<file path="src/rtl/fft_out_reorder_if.sv">
// Bus between the FFT core / downstream consumer and the output reorder buffer.
// master: the environment (FFT source + downstream sink); slave: the reorder block.
interface fft_out_reorder_if #(
   parameter int N          = 8,
   parameter int DATA_WIDTH = 8
);
   localparam int LOG2N = $clog2(N);

   logic                    in_flag;
   logic [2*DATA_WIDTH-1:0] in_data;
   logic                    out_valid;
   logic                    out_ready;
   logic [2*DATA_WIDTH-1:0] out_data;
   logic [LOG2N-1:0]        out_index;
   logic                    out_last;
   logic                    overflow;

   modport master (
      output in_flag, in_data, out_ready,
      input  out_valid, out_data, out_index, out_last, overflow
   );

   modport slave (
      input  in_flag, in_data, out_ready,
      output out_valid, out_data, out_index, out_last, overflow
   );
endinterface

</file>
<file path="src/rtl/fft_out_reorder.sv">
// FFT output reorder: bit-reversed input samples are written into a ping-pong
// buffer at bitrev(k) and streamed out in natural order through a registered
// valid/ready output stage. Samples arriving while the write bank is full are
// dropped and flagged by a sticky overflow bit.
module fft_out_reorder #(
   parameter int N          = 8,
   parameter int DATA_WIDTH = 8
) (
   input  logic               clk,
   input  logic               rst_n,
   fft_out_reorder_if.slave   bus
);
   localparam int LOG2N = $clog2(N);
   localparam int DW2   = 2 * DATA_WIDTH;

   localparam logic [0:0] S_IDLE   = 1'b0;
   localparam logic [0:0] S_STREAM = 1'b1;

   function automatic logic [LOG2N-1:0] f_bitrev(input logic [LOG2N-1:0] a);
      logic [LOG2N-1:0] r;
      r = '0;
      for (int i = 0; i < LOG2N; i++) r[i] = a[LOG2N-1-i];
      return r;
   endfunction

   // Bank memory: address {bank, bin}; never reset.
   logic [DW2-1:0]   r_mem [0:2*N-1];

   logic [LOG2N-1:0] r_wr_cnt;
   logic             r_wr_bank;
   logic [1:0]       r_full;
   logic             r_overflow;

   logic [0:0]       r_state;
   logic             r_rd_bank;
   logic [LOG2N-1:0] r_rd_addr;

   logic             r_out_valid;
   logic [DW2-1:0]   r_out_data;
   logic [LOG2N-1:0] r_out_index;
   logic             r_out_last;

   logic w_wr_en, w_drop, w_wr_wrap;
   logic w_acc, w_last_acc, w_load, w_rd_wrap;
   logic w_out_bank;

   assign w_wr_en    = bus.in_flag && !r_full[r_wr_bank];
   assign w_drop     = bus.in_flag &&  r_full[r_wr_bank];
   assign w_wr_wrap  = w_wr_en && (r_wr_cnt == LOG2N'(N-1));

   assign w_acc      = r_out_valid && bus.out_ready;
   assign w_last_acc = w_acc && r_out_last;
   // Once bin N-1 is loaded the read pointer has already moved to the other
   // bank, so the bank still being drained is the opposite one.
   assign w_out_bank = ~r_rd_bank;
   // Load the output stage whenever it is empty or being emptied this edge.
   // Requiring the read bank full lets the next frame follow bin N-1 with no
   // bubble when it is already buffered.
   assign w_load     = (r_state == S_STREAM) && r_full[r_rd_bank] &&
                       (!r_out_valid || bus.out_ready);
   assign w_rd_wrap  = w_load && (r_rd_addr == LOG2N'(N-1));

   // Sample capture into the write bank at the bit-reversed address.
   always_ff @(posedge clk) begin
      if (w_wr_en) r_mem[{r_wr_bank, f_bitrev(r_wr_cnt)}] <= bus.in_data;
   end

   // Write counter, write bank select and sticky overflow.
   always_ff @(posedge clk or negedge rst_n) begin
      if (!rst_n) begin
         r_wr_cnt   <= '0;
         r_wr_bank  <= 1'b0;
         r_overflow <= 1'b0;
      end else begin
         if (w_wr_en) begin
            r_wr_cnt <= w_wr_wrap ? '0 : r_wr_cnt + LOG2N'(1);
            if (w_wr_wrap) r_wr_bank <= ~r_wr_bank;
         end
         if (w_drop) r_overflow <= 1'b1;
      end
   end

   // Bank full flags: set on last capture, cleared when bin N-1 is accepted.
   // The two never hit the same bank on one edge (writes need an empty bank).
   always_ff @(posedge clk or negedge rst_n) begin
      if (!rst_n) begin
         r_full <= 2'b00;
      end else begin
         if (w_wr_wrap)  r_full[r_wr_bank]  <= 1'b1;
         if (w_last_acc) r_full[w_out_bank] <= 1'b0;
      end
   end

   // Read FSM: start streaming when the read bank fills; go idle after the
   // last bin is accepted unless the next bank is already waiting.
   always_ff @(posedge clk or negedge rst_n) begin
      if (!rst_n) begin
         r_state <= S_IDLE;
      end else begin
         case (r_state)
            S_IDLE:   if (r_full[r_rd_bank]) r_state <= S_STREAM;
            S_STREAM: if (w_last_acc && !r_full[r_rd_bank]) r_state <= S_IDLE;
            default:  r_state <= S_IDLE;
         endcase
      end
   end

   // Read address walks 0..N-1 and flips bank after loading bin N-1.
   always_ff @(posedge clk or negedge rst_n) begin
      if (!rst_n) begin
         r_rd_addr <= '0;
         r_rd_bank <= 1'b0;
      end else if (w_load) begin
         r_rd_addr <= w_rd_wrap ? '0 : r_rd_addr + LOG2N'(1);
         if (w_rd_wrap) r_rd_bank <= ~r_rd_bank;
      end
   end

   // Registered output stage; contents hold while stalled.
   always_ff @(posedge clk or negedge rst_n) begin
      if (!rst_n) begin
         r_out_valid <= 1'b0;
         r_out_data  <= '0;
         r_out_index <= '0;
         r_out_last  <= 1'b0;
      end else if (w_load) begin
         r_out_valid <= 1'b1;
         r_out_data  <= r_mem[{r_rd_bank, r_rd_addr}];
         r_out_index <= r_rd_addr;
         r_out_last  <= (r_rd_addr == LOG2N'(N-1));
      end else if (w_acc) begin
         r_out_valid <= 1'b0;
      end
   end

   assign bus.out_valid = r_out_valid;
   assign bus.out_data  = r_out_data;
   assign bus.out_index = r_out_index;
   assign bus.out_last  = r_out_last;
   assign bus.overflow  = r_overflow;

endmodule
</file>
<file path="src/flat_wrapper.sv">
// flat-port wrapper written by rule: the top's interface ports become plain ports
module fft_out_reorder_flat 
#(
   parameter int N          = 8,
   parameter int DATA_WIDTH = 8
)
  (clk, rst_n, bus_in_flag, bus_in_data, bus_out_ready, bus_out_valid, bus_out_data, bus_out_index, bus_out_last, bus_overflow);
  fft_out_reorder_if #(.N(N), .DATA_WIDTH(DATA_WIDTH)) bus_i ();
  input  logic clk;
  input  logic rst_n;
  input wire logic [$bits(bus_i.in_flag)-1:0] bus_in_flag;
  input wire logic [$bits(bus_i.in_data)-1:0] bus_in_data;
  input wire logic [$bits(bus_i.out_ready)-1:0] bus_out_ready;
  output wire logic [$bits(bus_i.out_valid)-1:0] bus_out_valid;
  output wire logic [$bits(bus_i.out_data)-1:0] bus_out_data;
  output wire logic [$bits(bus_i.out_index)-1:0] bus_out_index;
  output wire logic [$bits(bus_i.out_last)-1:0] bus_out_last;
  output wire logic [$bits(bus_i.overflow)-1:0] bus_overflow;
  assign bus_i.in_flag = bus_in_flag;
  assign bus_i.in_data = bus_in_data;
  assign bus_i.out_ready = bus_out_ready;
  assign bus_out_valid = bus_i.out_valid;
  assign bus_out_data = bus_i.out_data;
  assign bus_out_index = bus_i.out_index;
  assign bus_out_last = bus_i.out_last;
  assign bus_overflow = bus_i.overflow;
  fft_out_reorder #(.N(N), .DATA_WIDTH(DATA_WIDTH)) u_core (.clk(clk), .rst_n(rst_n), .bus(bus_i));
endmodule
</file>
<file path="config.mk">
export PLATFORM = sky130hd
export DESIGN_NAME = fft_out_reorder_flat
export DESIGN_NICKNAME = d
export VERILOG_FILES = /design/src/rtl/fft_out_reorder_if.sv /design/src/rtl/fft_out_reorder.sv /design/src/flat_wrapper.sv
export SDC_FILE = /design/constraint.sdc
export NUM_CORES = 1
export LEC_CHECK = 0
export ABC_AREA = 1
export BUFFER_PORTS_ARGS = -buffer_cell sky130_fd_sc_hd__buf_2
export CAP_MARGIN = 20
export CORE_MARGIN = 2
export CORE_UTILIZATION = 60
export CTS_CLUSTER_SIZE = 25
export DETAILED_ROUTE_END_ITERATION = 6
export PLACE_DENSITY_LB_ADDON = 0.2
export SLEW_MARGIN = 20
export SYNTH_ARGS = -nofsm -noshare
export SYNTH_HDL_FRONTEND = slang
export SYNTH_SLANG_ARGS = --single-unit
</file>
<file path="constraint.sdc">
create_clock -name clk -period 2.4 [get_ports clk]
set_input_delay 0.24 -clock clk [delete_from_list [all_inputs] [get_ports clk]]
set_output_delay 0.24 -clock clk [all_outputs]
set_load 0.05 [all_outputs]
</file>
==> impl_results.md <==
* Synthesized area per cell at 10.3 sq um
* Flops & latches, synth at around 290
* Die Span Y at about 150 um
* Met3 WL at about 2.4 mm
* Total Routing Usage GR at 26.8%
* Die area at ~22,000 sq um
* CP Launch Type: flop
* Ranking of synthesized cells by area: edfxtp_1, nand2_1, nand3_1
* VDD IR max at 604 uV
* Period Utilization, post-route at 77.9%
* Clock period minus worst slack at around 1.9 ns
* Fill cell count at between 1,000 and 1,500
* Final Skew at around 0.011 ns
* Top Layer Used: met4
* Final setup violation count at 0
* Average wire per standard cell at approximately 18 um
* Worst reg2reg setup slack at 0.53 ns
* Flop pwr share at 54.3%
* Pin count of the biggest net entering global routing at 130
* Vias per cell at 5.40
* Comb pwr share at under 10%
* Post-DP HPWL at between 15 and 20 mm
* Levels on crit path at 6
* Port Buffers at 41
* Final Slew Violations at 0
* CP Cell Sequence: nand2_1 > o21ai_1 > nor2_2 > nand3_1 > nor2_2 > buf_4
* Syn. warnings at 0
* R2R Path Start: u_core.r_wr_bank$_DFFE_PN0P_
* # nets final at roughly 1,300
* Synthesized area at between 10,000 and 15,000 sq um
* Kind of end point of the critical path: flop
* Max-Cap Viols at 0
* Top cell by count, worst path: nor2_2
* Detail Route Antenna Nets at 0
* Setup slack at placement at 0.532 ns
* Vias in the first global route at approximately 7,900
* Met2 Wirelength at between 10 and 15 mm
* Worst setup path class: reg2reg
* Leakage Power at 0.00617 uW
* Clk sinks at ~290
* Internal power at slightly above 8000 uW
* Die Wd at 147 um
* Number of H-tree levels at 1
* Critical path's slowest cell: dfrtp_1
* DR pass1 iterations at 5
* Pwr dens at approximately 720 nW/um^2
* Fmax at 0.535 GHz
* RSZ-0062 raised after global routing: no
* Via Count at 8,381
* Worst skew pair latency at around 0.54 ns
* Arrival time at the worst endpoint at about 2.1 ns
* Yosys top cell area share at 62.3%
* TritonCTS Buffers at 29
* Final hold vios at 0
* R2R depth at 6
* TritonCTS clock tree: built
* Status: finished clean
* # DRC at 0
* Max incr delay on CP at 0.44 ns
* Core box area at 20,200 sq um
* Share of layout cells above drive strength 1 at 11.6%
* Critical path endpoint: u_core.r_mem[14][8]$_DFFE_PP_
* Switching Fraction at 19.2%
* Clock-pin slew on the worst setup and hold paths at 0.06 ns
* I/O pin total at 42
* Crit Path Max Fanout at 16
* First-pass GRT wire length at 44.3 mm
* Worst Max-Slew Pin Slew at 0.748 ns
* Max Buffers Root-to-Sink at 3
* Diodes inserted at 0
* Library cells used by synthesis at 23
* Area growth, synth to finish at 13.3%
* Smallest setup slack after layout at 0.530 ns
* Crit path launch: u_core.r_wr_bank$_DFFE_PN0P_
* Worst Path Required at 2.62 ns
* DR iter-0 viols at approximately 940
* Root buffer cell: clkbuf_16
* Post-Route M1 WL at 12.0 mm
* Dominant cell type by area after synthesis: edfxtp_1
* Setup_tns at 0 ns
* Final GP Congestion at ~0.83
* CP Buf/Inv Count at 1
* PostCTS Resize Cnt at 0
* Synth Net Count at 1,226
* Clock power share at 44.7%
* Routed wire length at 28.7 mm
* Total grt overflow at 0
* Hold_sp: bus_in_data[6]
* Seq/Total Area, Yosys at 69.0%
* RR Endpoint: u_core.r_mem[14][8]$_DFFE_PP_
* Hold Crit Class: in2reg
* # Post-CTS Setup Buffers at 0
* Slew headroom at between 50% and 60%
* CP delay by family, top: simple AND/OR/NAND/NOR gates
* Switching pwr at 1940 uW
* Cell count after synthesis at 1,202
* Initial Util at 61.0%
* Initial antenna violation count at 0
* FP Rows at 52
stage by stage:
step                cells  instance area, sq um  hold WS (ns)  util, %  power [uW]
floorplan            1202                 12300       -0.0556        -        5590
global placement     1495                 13000         0.349     64.2        5680
detailed placement   1495                 13000         0.348     64.2        5690
CTS                  1551                 14000        0.0945     69.1       10100
global route         1551                 14000         0.107     69.1       10300
finish               1551                 14000         0.108     69.1       10100
routing by layer:
| layer | vias up | global-route usage, % |
|---|---|---|
| met3 | 69 | 4.10 |
| met5 | - | 0 |
| met2 | 412 | 41.8 |
| li1 | 3972 | - |
| met1 | 3928 | 39.2 |
| met4 | 0 | 9.04 |
final cells by class:
cell class	instances	area [sq um]	share of cell area (%)
clock buffer	35	748	5.35
clock inverter	18	204	1.46
inverter	209	787	5.63
multi-input combinational	648	2800	20.0
sequential	289	8520	60.9
tap	270	338	2.42
timing repair buffer	82	583	4.17
power by group through the flow:
stage | clock network, uW | registers [uW] | logic (uW)
detailed placement | 0 | 5580 | 106
global placement | 0 | 5580 | 105
global route | 4750 | 5470 | 119
floorplan | 0 | 5580 | 3.94
CTS | 4550 | 5470 | 110
finish | 4500 | 5470 | 108
worst min path at each step:
stage          slack, ns  cells after the start                                 end
3_3_place_gp        0.35                      1  u_core.bus.out_data[7]$_DFFE_PN0P_
2_1_floorplan      -0.06                      0  u_core.bus.out_data[0]$_DFFE_PN0P_
5_1_grt             0.11                      1       u_core.r_mem[13][9]$_DFFE_PP_
4_1_cts             0.09                      1       u_core.r_mem[13][9]$_DFFE_PP_
6_report            0.11                      1       u_core.r_mem[15][6]$_DFFE_PP_
3_5_place_dp        0.35                      1  u_core.bus.out_data[7]$_DFFE_PN0P_
state kept, by name, summed over array words and instances (netlist names), 2 cells and up:
register and cells:
u_core.r_rd_addr 3, u_core.r_mem 256, u_core.r_full 2, u_core.r_wr_cnt 3
u_core.bus.out_data 16, u_core.bus.out_index 3
cells in the mapped netlist:
| library cell | count |
|---|---|
| nand3_1 | 197 |
| ha_1 | 4 |
| buf_1 | 3 |
| a21oi_1 | 2 |
| inv_2 | 3 |
| clkbuf_1 | 9 |
| nor2_1 | 23 |
| inv_1 | 204 |
| xor2_1 | 1 |
| buf_4 | 5 |
| o21ai_0 | 5 |
| a21o_1 | 1 |
| nor2_2 | 1 |
| buf_6 | 1 |
| o21ai_1 | 4 |
| clkinv_1 | 2 |
| buf_2 | 38 |
| o21ai_2 | 1 |
| nand2_1 | 406 |
| nand3_2 | 1 |
| dfrtp_1 | 33 |
| a22oi_1 | 2 |
| edfxtp_1 | 256 |
repair_timing:
action                                 in CTS  in global routing
setup endpoints to repair                   0                  0
endpoints found under the hold margin      35                  0
hold buffers                                3                  0
layout by cell type, fill, tap and decap left out, drive strengths merged:
master       synthesis  final
nand2              406    406
edfxtp             256    256
inv                207    207
nand3              198    198
buf                 47     79
clkbuf               9     35
dfrtp               33     33
nor2                24     24
clkinv               2     14
o21ai               10     10
ha                   4      4
bufinv               0      4
dlygate4sd3          0      3
a21oi                2      2
a22oi                2      2
clkinvlp             0      2
a21o                 1      1
xor2                 1      1
cells by family after synthesis:
kind of cell	Yosys count	share of synthesized area (%)
AO/OA/AOI/OAI	15	0.700
flip-flops	289	69.0
buffers and inverters	265	8.66
adder cells (fa/ha/maj)	4	0.406
XOR/XNOR	1	0.0710
AND/OR/NAND/NOR	628	21.2
Note: power is estimated with default switching activity, not from simulation.
